File: config.mk
export PLATFORM = sky130hd
export DESIGN_NAME = imm_gen_pipe
export DESIGN_NICKNAME = d
export VERILOG_FILES = /design/src/rtl/imm_gen_pipe.sv
export SDC_FILE = /design/constraint.sdc
export NUM_CORES = 1
export LEC_CHECK = 0
export CAP_MARGIN = 20
export CELL_PAD_IN_SITES_DETAIL_PLACEMENT = 1
export CELL_PAD_IN_SITES_GLOBAL_PLACEMENT = 1
export CORE_ASPECT_RATIO = 2
export CORE_MARGIN = 2
export CORE_UTILIZATION = 37
export CTS_BUF_LIST = sky130_fd_sc_hd__clkbuf_16
export CTS_CLUSTER_DIAMETER = 120
export DETAILED_ROUTE_END_ITERATION = 10
export PLACE_DENSITY_LB_ADDON = 0.05
export REMOVE_ABC_BUFFERS = 1
export SLEW_MARGIN = 30
export SYNTH_ARGS = -nofsm -noshare
export SYNTH_HDL_FRONTEND = slang
export SYNTH_SLANG_ARGS = --single-unit
File: constraint.sdc
create_clock -name clk -period 2.05 [get_ports clk]
set_input_delay 0.41 -clock clk [delete_from_list [all_inputs] [get_ports clk]]
set_output_delay 0.41 -clock clk [all_outputs]
set_load 0.05 [all_outputs]
File: src/rtl/imm_gen_pipe.sv
// rtl/imm_gen_pipe.sv - RISC-V immediate decoder behind a 2-entry output/skid buffer
// Optional CSR zimm decode enabled by defining IMM_GEN_CSR_ZIMM_EN.
module imm_gen_pipe #(
    parameter int XLEN  = 32,
    parameter int TAG_W = 6
) (
    input  logic             clk,
    input  logic             reset,
    input  logic             flush,
    input  logic             in_valid,
    output logic             in_ready,
    input  logic [31:0]      in_instr,
    input  logic [TAG_W-1:0] in_tag,
    output logic             out_valid,
    input  logic             out_ready,
    output logic [XLEN-1:0]  out_imm,
    output logic [2:0]       out_fmt,
    output logic [TAG_W-1:0] out_tag
);
    localparam logic [2:0] FMT_NONE = 3'd0;
    localparam logic [2:0] FMT_I    = 3'd1;
    localparam logic [2:0] FMT_S    = 3'd2;
    localparam logic [2:0] FMT_B    = 3'd3;
    localparam logic [2:0] FMT_U    = 3'd4;
    localparam logic [2:0] FMT_J    = 3'd5;
`ifdef IMM_GEN_CSR_ZIMM_EN
    localparam logic [2:0] FMT_Z    = 3'd6;
`endif

    logic [31:0]      dec_imm32;
    logic [XLEN-1:0]  dec_imm;
    logic [2:0]       dec_fmt;

    logic             out_valid_q, out_valid_d;
    logic [XLEN-1:0]  out_imm_q, out_imm_d;
    logic [2:0]       out_fmt_q, out_fmt_d;
    logic [TAG_W-1:0] out_tag_q, out_tag_d;
    logic             skid_valid_q, skid_valid_d;
    logic [XLEN-1:0]  skid_imm_q, skid_imm_d;
    logic [2:0]       skid_fmt_q, skid_fmt_d;
    logic [TAG_W-1:0] skid_tag_q, skid_tag_d;
    logic             accept;

    // Every field is first sign-extended to 32 bits, then widened to XLEN.
    always_comb begin
        dec_imm32 = 32'd0;
        dec_fmt   = FMT_NONE;
        case (in_instr[6:0])
            7'b0010011, 7'b0000011, 7'b1100111: begin
                dec_fmt   = FMT_I;
                dec_imm32 = {{20{in_instr[31]}}, in_instr[31:20]};
            end
            7'b0100011: begin
                dec_fmt   = FMT_S;
                dec_imm32 = {{20{in_instr[31]}}, in_instr[31:25], in_instr[11:7]};
            end
            7'b1100011: begin
                dec_fmt   = FMT_B;
                dec_imm32 = {{19{in_instr[31]}}, in_instr[31], in_instr[7],
                             in_instr[30:25], in_instr[11:8], 1'b0};
            end
            7'b0110111, 7'b0010111: begin
                dec_fmt   = FMT_U;
                dec_imm32 = {in_instr[31:12], 12'd0};
            end
            7'b1101111: begin
                dec_fmt   = FMT_J;
                dec_imm32 = {{11{in_instr[31]}}, in_instr[31], in_instr[19:12],
                             in_instr[20], in_instr[30:21], 1'b0};
            end
`ifdef IMM_GEN_CSR_ZIMM_EN
            7'b1110011: begin
                if (in_instr[14]) begin
                    dec_fmt   = FMT_Z;
                    dec_imm32 = {27'd0, in_instr[19:15]};
                end
            end
`endif
            default: begin
                dec_fmt   = FMT_NONE;
                dec_imm32 = 32'd0;
            end
        endcase
        dec_imm = XLEN'($signed(dec_imm32));
    end

    always_comb begin
        out_valid_d  = out_valid_q;
        out_imm_d    = out_imm_q;
        out_fmt_d    = out_fmt_q;
        out_tag_d    = out_tag_q;
        skid_valid_d = skid_valid_q;
        skid_imm_d   = skid_imm_q;
        skid_fmt_d   = skid_fmt_q;
        skid_tag_d   = skid_tag_q;
        accept       = in_valid && !skid_valid_q;
        if (flush) begin
            out_valid_d  = 1'b0;
            skid_valid_d = 1'b0;
        end else if (!out_valid_q || out_ready) begin
            // Skid entry is older than anything arriving now, so it goes first.
            if (skid_valid_q) begin
                out_valid_d  = 1'b1;
                out_imm_d    = skid_imm_q;
                out_fmt_d    = skid_fmt_q;
                out_tag_d    = skid_tag_q;
                skid_valid_d = 1'b0;
            end else if (accept) begin
                out_valid_d = 1'b1;
                out_imm_d   = dec_imm;
                out_fmt_d   = dec_fmt;
                out_tag_d   = in_tag;
            end else begin
                out_valid_d = 1'b0;
            end
        end else if (accept) begin
            skid_valid_d = 1'b1;
            skid_imm_d   = dec_imm;
            skid_fmt_d   = dec_fmt;
            skid_tag_d   = in_tag;
        end
    end

    always_ff @(posedge clk) begin
        if (reset) begin
            out_valid_q  <= 1'b0;
            out_imm_q    <= '0;
            out_fmt_q    <= FMT_NONE;
            out_tag_q    <= '0;
            skid_valid_q <= 1'b0;
            skid_imm_q   <= '0;
            skid_fmt_q   <= FMT_NONE;
            skid_tag_q   <= '0;
        end else begin
            out_valid_q  <= out_valid_d;
            out_imm_q    <= out_imm_d;
            out_fmt_q    <= out_fmt_d;
            out_tag_q    <= out_tag_d;
            skid_valid_q <= skid_valid_d;
            skid_imm_q   <= skid_imm_d;
            skid_fmt_q   <= skid_fmt_d;
            skid_tag_q   <= skid_tag_d;
        end
    end

    assign in_ready  = !skid_valid_q;
    assign out_valid = out_valid_q;
    assign out_imm   = out_imm_q;
    assign out_fmt   = out_fmt_q;
    assign out_tag   = out_tag_q;
endmodule

Word level (Yosys, flattened, before mapping)
Cells that the tools add are included.
- register bits after elaboration: 84
- input port bits: 43
- output and inout bits: 43
- logic and storage cells: 39
- equal/unequal tests: 8
- muxes and demuxes: 10
- bitwise gates (word level): 2
- reduce and logical (&&, ||, !) cells: 11
- operators by type and width (kind ; count):
    $pmux 32 s5 ; 1
    $mux 32 ; 2
    $eq 7x7->1 const B ; 3
    $pmux 3 s5 ; 1
    $eq 7x5->1 const B ; 2
    $eq 7x6->1 const B ; 2
    $mux 6 ; 2
    $eq 7x2->1 const B ; 1
    $mux 3 ; 2
    $reduce_and 3->1 ; 2
    $reduce_or 3->1 ; 2
    $reduce_or 2->1 ; 2
    $logic_not 1->1 ; 2
    $mux 1 ; 2
    $not 1->1 ; 2
    $reduce_bool 2->1 ; 1
    $logic_and 1x1->1 ; 1
    $logic_or 1x1->1 ; 1

Depth between registers and ports, before layout
- word-level depth: 5
- mapped depth: 7
- mapped depth without buffers: 4

Worst setup path before layout
Ideal clock, no wire load.
- kind: reg2reg
- start point: register out_valid_q, in the netlist out_valid
- end point: register out_imm_q[12], in the netlist out_imm[12]
- arrival time: 1.809 ns
- path slack: 0.146 ns
- stages on the path, launching flop included: 7
- buffers on the path: 2
- cell sequence: dfxtp_1 nor2b_1 or3_1 buf_2 buf_1 nand2_1 a221oi_1
- cells in the longest elaborated chain, start to end: 3
- RTL lines (element ; line ; text):
    start: declaration ; 34 ; logic out_valid_q, out_valid_d;
    start signal: assignment ; 135 ; out_valid_q <= out_valid_d;
    $logic_not 1->1 ; 100 ; end else if (!out_valid_q || out_ready) begin
    $logic_or 1x1->1 ; 100 ;
    $reduce_and 3->1 (no line) ; -- ;
    end signal: assignment ; 136 ; out_imm_q <= out_imm_d;
    end: declaration ; 35 ; logic [XLEN-1:0] out_imm_q, out_imm_d;
Every way passes these cells.
A chain may end at the register's enable or synchronous reset.

Final worst setup path
- start point: register out_imm_q[23], in the netlist out_imm[23]
- end point: output port out_imm[23]
- RTL lines (element ; line ; text):
    end: declaration ; 16 ; output logic [XLEN-1:0] out_imm,
No word-level cell between the ends.

==> results.sh <==
export IMPL_nets=584
export IMPL_yosysWarnings=0
export IMPL_vias=3830
export IMPL_grt_max_degree=29
export IMPL_worstMarginPinSlew_ns=0.558
export IMPL_drcViolationCount=0
export IMPL_drive_gt1_share_pct=18.5
export IMPL_place_hpwl_mm=8.82
export IMPL_io_pins=86
export IMPL_hold_violations=0
export IMPL_groute_usage_overall_pct=24.1
export IMPL_syn_avg_cell_area_um2=8.77
export IMPL_cp_data_arrival_time_ns=1.53
export IMPL_max_stage_delay_ns=0.82
export IMPL_final_antenna_net_count=0
export IMPL_crit_type="flop to output pin"
export IMPL_grt_setup_unrepaired="yes"
export IMPL_maxSlewHeadroom_pct=62.8
export IMPL_period_share_pct=94.8
export IMPL_cts_tree="yes"
export IMPL_syn_area_mm2=0.00376
export IMPL_min_path_type="flop to flop"
export IMPL_drtPass1Iterations=4
export IMPL_drtIter0Drc=199
export IMPL_drt_wl_total_mm=12.7
export IMPL_worst_path_buf_inv=1
export IMPL_fp_dieW_um=75.3
export IMPL_maxClockFrequency_ghz=0.515
export IMPL_power_per_cell_area_mw_per_mm2=756
export IMPL_ir_drop_mv=0.485
export IMPL_period_needed_ns=1.94
export IMPL_cts_buffer_depth=2
export IMPL_drv_cap=0
export IMPL_globalplace_congestion=0.910
export IMPL_worst_path_max_fanout=2
export IMPL_critPathLaunch="out_imm[23]"
export IMPL_cp_cell_sequence="clkdlybuf4s50_1"
export IMPL_critPathTopFamily="buffers and inverters"
export IMPL_grt_pass1_wl_mm=20.5
export IMPL_core_area_mm2=0.0100
export IMPL_start_util_pct=37.5
export IMPL_diodes=0
export IMPL_skew_ns=0.00794
export IMPL_finalPower_mw=4.13
export IMPL_grt_pass1_vias=4002
export IMPL_synth_edff_count=0
export IMPL_die_h_um=147
export IMPL_ys_seq_area_share_pct=44.7
export IMPL_run_status="finished clean"
export IMPL_syn2layout_area_growth_pct=45.4
export IMPL_end_kind="output pin"
export IMPL_cpMaxStageDelayCell="clkdlybuf4s50_1"
export IMPL_worstReg2RegStart="skid_valid_q"
export IMPL_numCtsBuffers=9
export IMPL_clock_root_buffer="clkbuf_16"
export IMPL_setup_viol=0
export IMPL_viasPerCell=5.62
export IMPL_start_kind="flop"
export IMPL_leakage_nw=1.82
export IMPL_dieArea_mm2=0.0110
export IMPL_syn_inst=429
export IMPL_gr_total_overflow=0
export IMPL_final_cell_mix="dfxtp_1, clkdlybuf4s50_1, nand2_1, buf_4, nor2_1"
export IMPL_fin_tns_setup_ns=0
export IMPL_synthFlopType="dfxtp_1"
export IMPL_io_buffer_count=85
export IMPL_rows=52
export IMPL_cp_required_ns=1.64
export IMPL_maxSlewViolCount=0
export IMPL_yosys_register_bits=84
export IMPL_wl_per_cell_um=18.7
export IMPL_cts_sinks=84
export IMPL_worstHoldStart="skid_imm_q[7]"
export IMPL_async_reset_ff_share_pct=0
export IMPL_grt_antenna_before_repair=0
export IMPL_cts_max_level=3
export IMPL_clk_pin_slew_worst_paths_ns=0.07
export IMPL_layout_commonest_cell="dfxtp_1"
export IMPL_ys_types=47
export IMPL_insertion_delay_ns=0.35
export IMPL_hold_buffers=0
## flip-flops by register name, summed over array words and instances (netlist names)
name and cells:
out_imm 32, skid_imm_q 32, out_tag 6, skid_tag_q 6
out_fmt 3, skid_fmt_q 3, out_valid 1, skid_valid_q 1
## final timing paths
check | endpoint | slack [ns] | cells past startpoint
worst max-delay path | out_imm[23] | 0.11 | 1
worst min register to register | skid_imm_q[7] | 0.46 | 2
worst max register to register | out_fmt[2] | 0.34 | 4
worst min-delay path | skid_imm_q[7] | 0.46 | 2
## cells by family (layout without fill, tap and decap cells)
logic type | count (synthesis) | in the layout | share of synthesized area [%]
AOI/OAI and AO/OA | 150 | 150 | 30.0
xor gates and xnor gates | 1 | 1 | 0.233
buffers and inverters | 43 | 160 | 4.72
DFF | 84 | 84 | 44.7
muxes | 6 | 6 | 1.60
and+or+nand+nor | 145 | 145 | 18.7
## metrics by stage
step	hold WS [ns]	cell area [um2]	worst slack (ns)	utilization, %	cells
global route	0.475	5470	-0.00265	54.6	681
CTS	0.458	5430	0.0307	54.2	679
floorplan	0.426	3610	-0.936	-	392
global placement	0.439	5080	-0.278	50.7	663
finish	0.456	5470	0.107	54.6	681
detailed placement	0.445	5080	-0.404	50.7	663
## synthesized netlist by cell type, drive strengths merged (2+ instances only)
cell	count	share of area, %
or3	3	0.63
a211oi	42	9.2
o21ai	29	3.9
nand4b	6	1.4
nor3b	2	0.53
o41ai	2	0.47
a221oi	19	6.1
nor2	48	4.9
inv	6	0.60
nor2b	2	0.33
o211ai	21	4.2
nand3b	9	2.1
clkbuf	23	2.3
nor3	10	1.6
a21oi	24	3.5
a22oi	4	0.80
buf	14	1.8
nand3	2	0.27
mux2i	6	1.6
dfxtp	84	45
nand2b	3	0.50
nand2	56	5.6
a311oi	2	0.47
## layout make-up
cell class | instances | area [um2]
fillers | 1209 | 4550
multi-input cells | 302 | 1960
flip-flops and latches | 84 | 1680
repair buffers | 138 | 1310
clock buffers | 9 | 225
well taps | 135 | 169
clock inverters | 7 | 98.8
inverters | 6 | 25.0
## repair_timing
action,in CTS,in global routing
pin swaps,1,3
endpoints found under the setup margin,13,20
hold endpoints to repair,0,0
setup buffers,0,2
resized for setup,4,7
## worst reg2reg max path, stage by stage, from the launching register on
cell and delay, ns:
dfxtp_1 0.39, nor2_1 0.09, or3_1 0.40, buf_4 0.26, o41ai_1 0.45
## power breakdown
part           switching, mW  total [mW]  internal (mW)  leakage [nW]
logic                  0.373       0.638          0.265         0.982
clock network          0.712        1.79           1.07         0.151
registers             0.0275        1.71           1.68         0.682
total                   1.11        4.13           3.02          1.82
## metal layers
layer	vias up	GRT usage (%)	routed length (um)
met1	1892	28.4	5120
li1	1811	-	-
met5	-	0	0
met4	0	9.47	369
met3	22	3.66	438
met2	105	42.0	6780
Power figures use the tool's default switching activity.
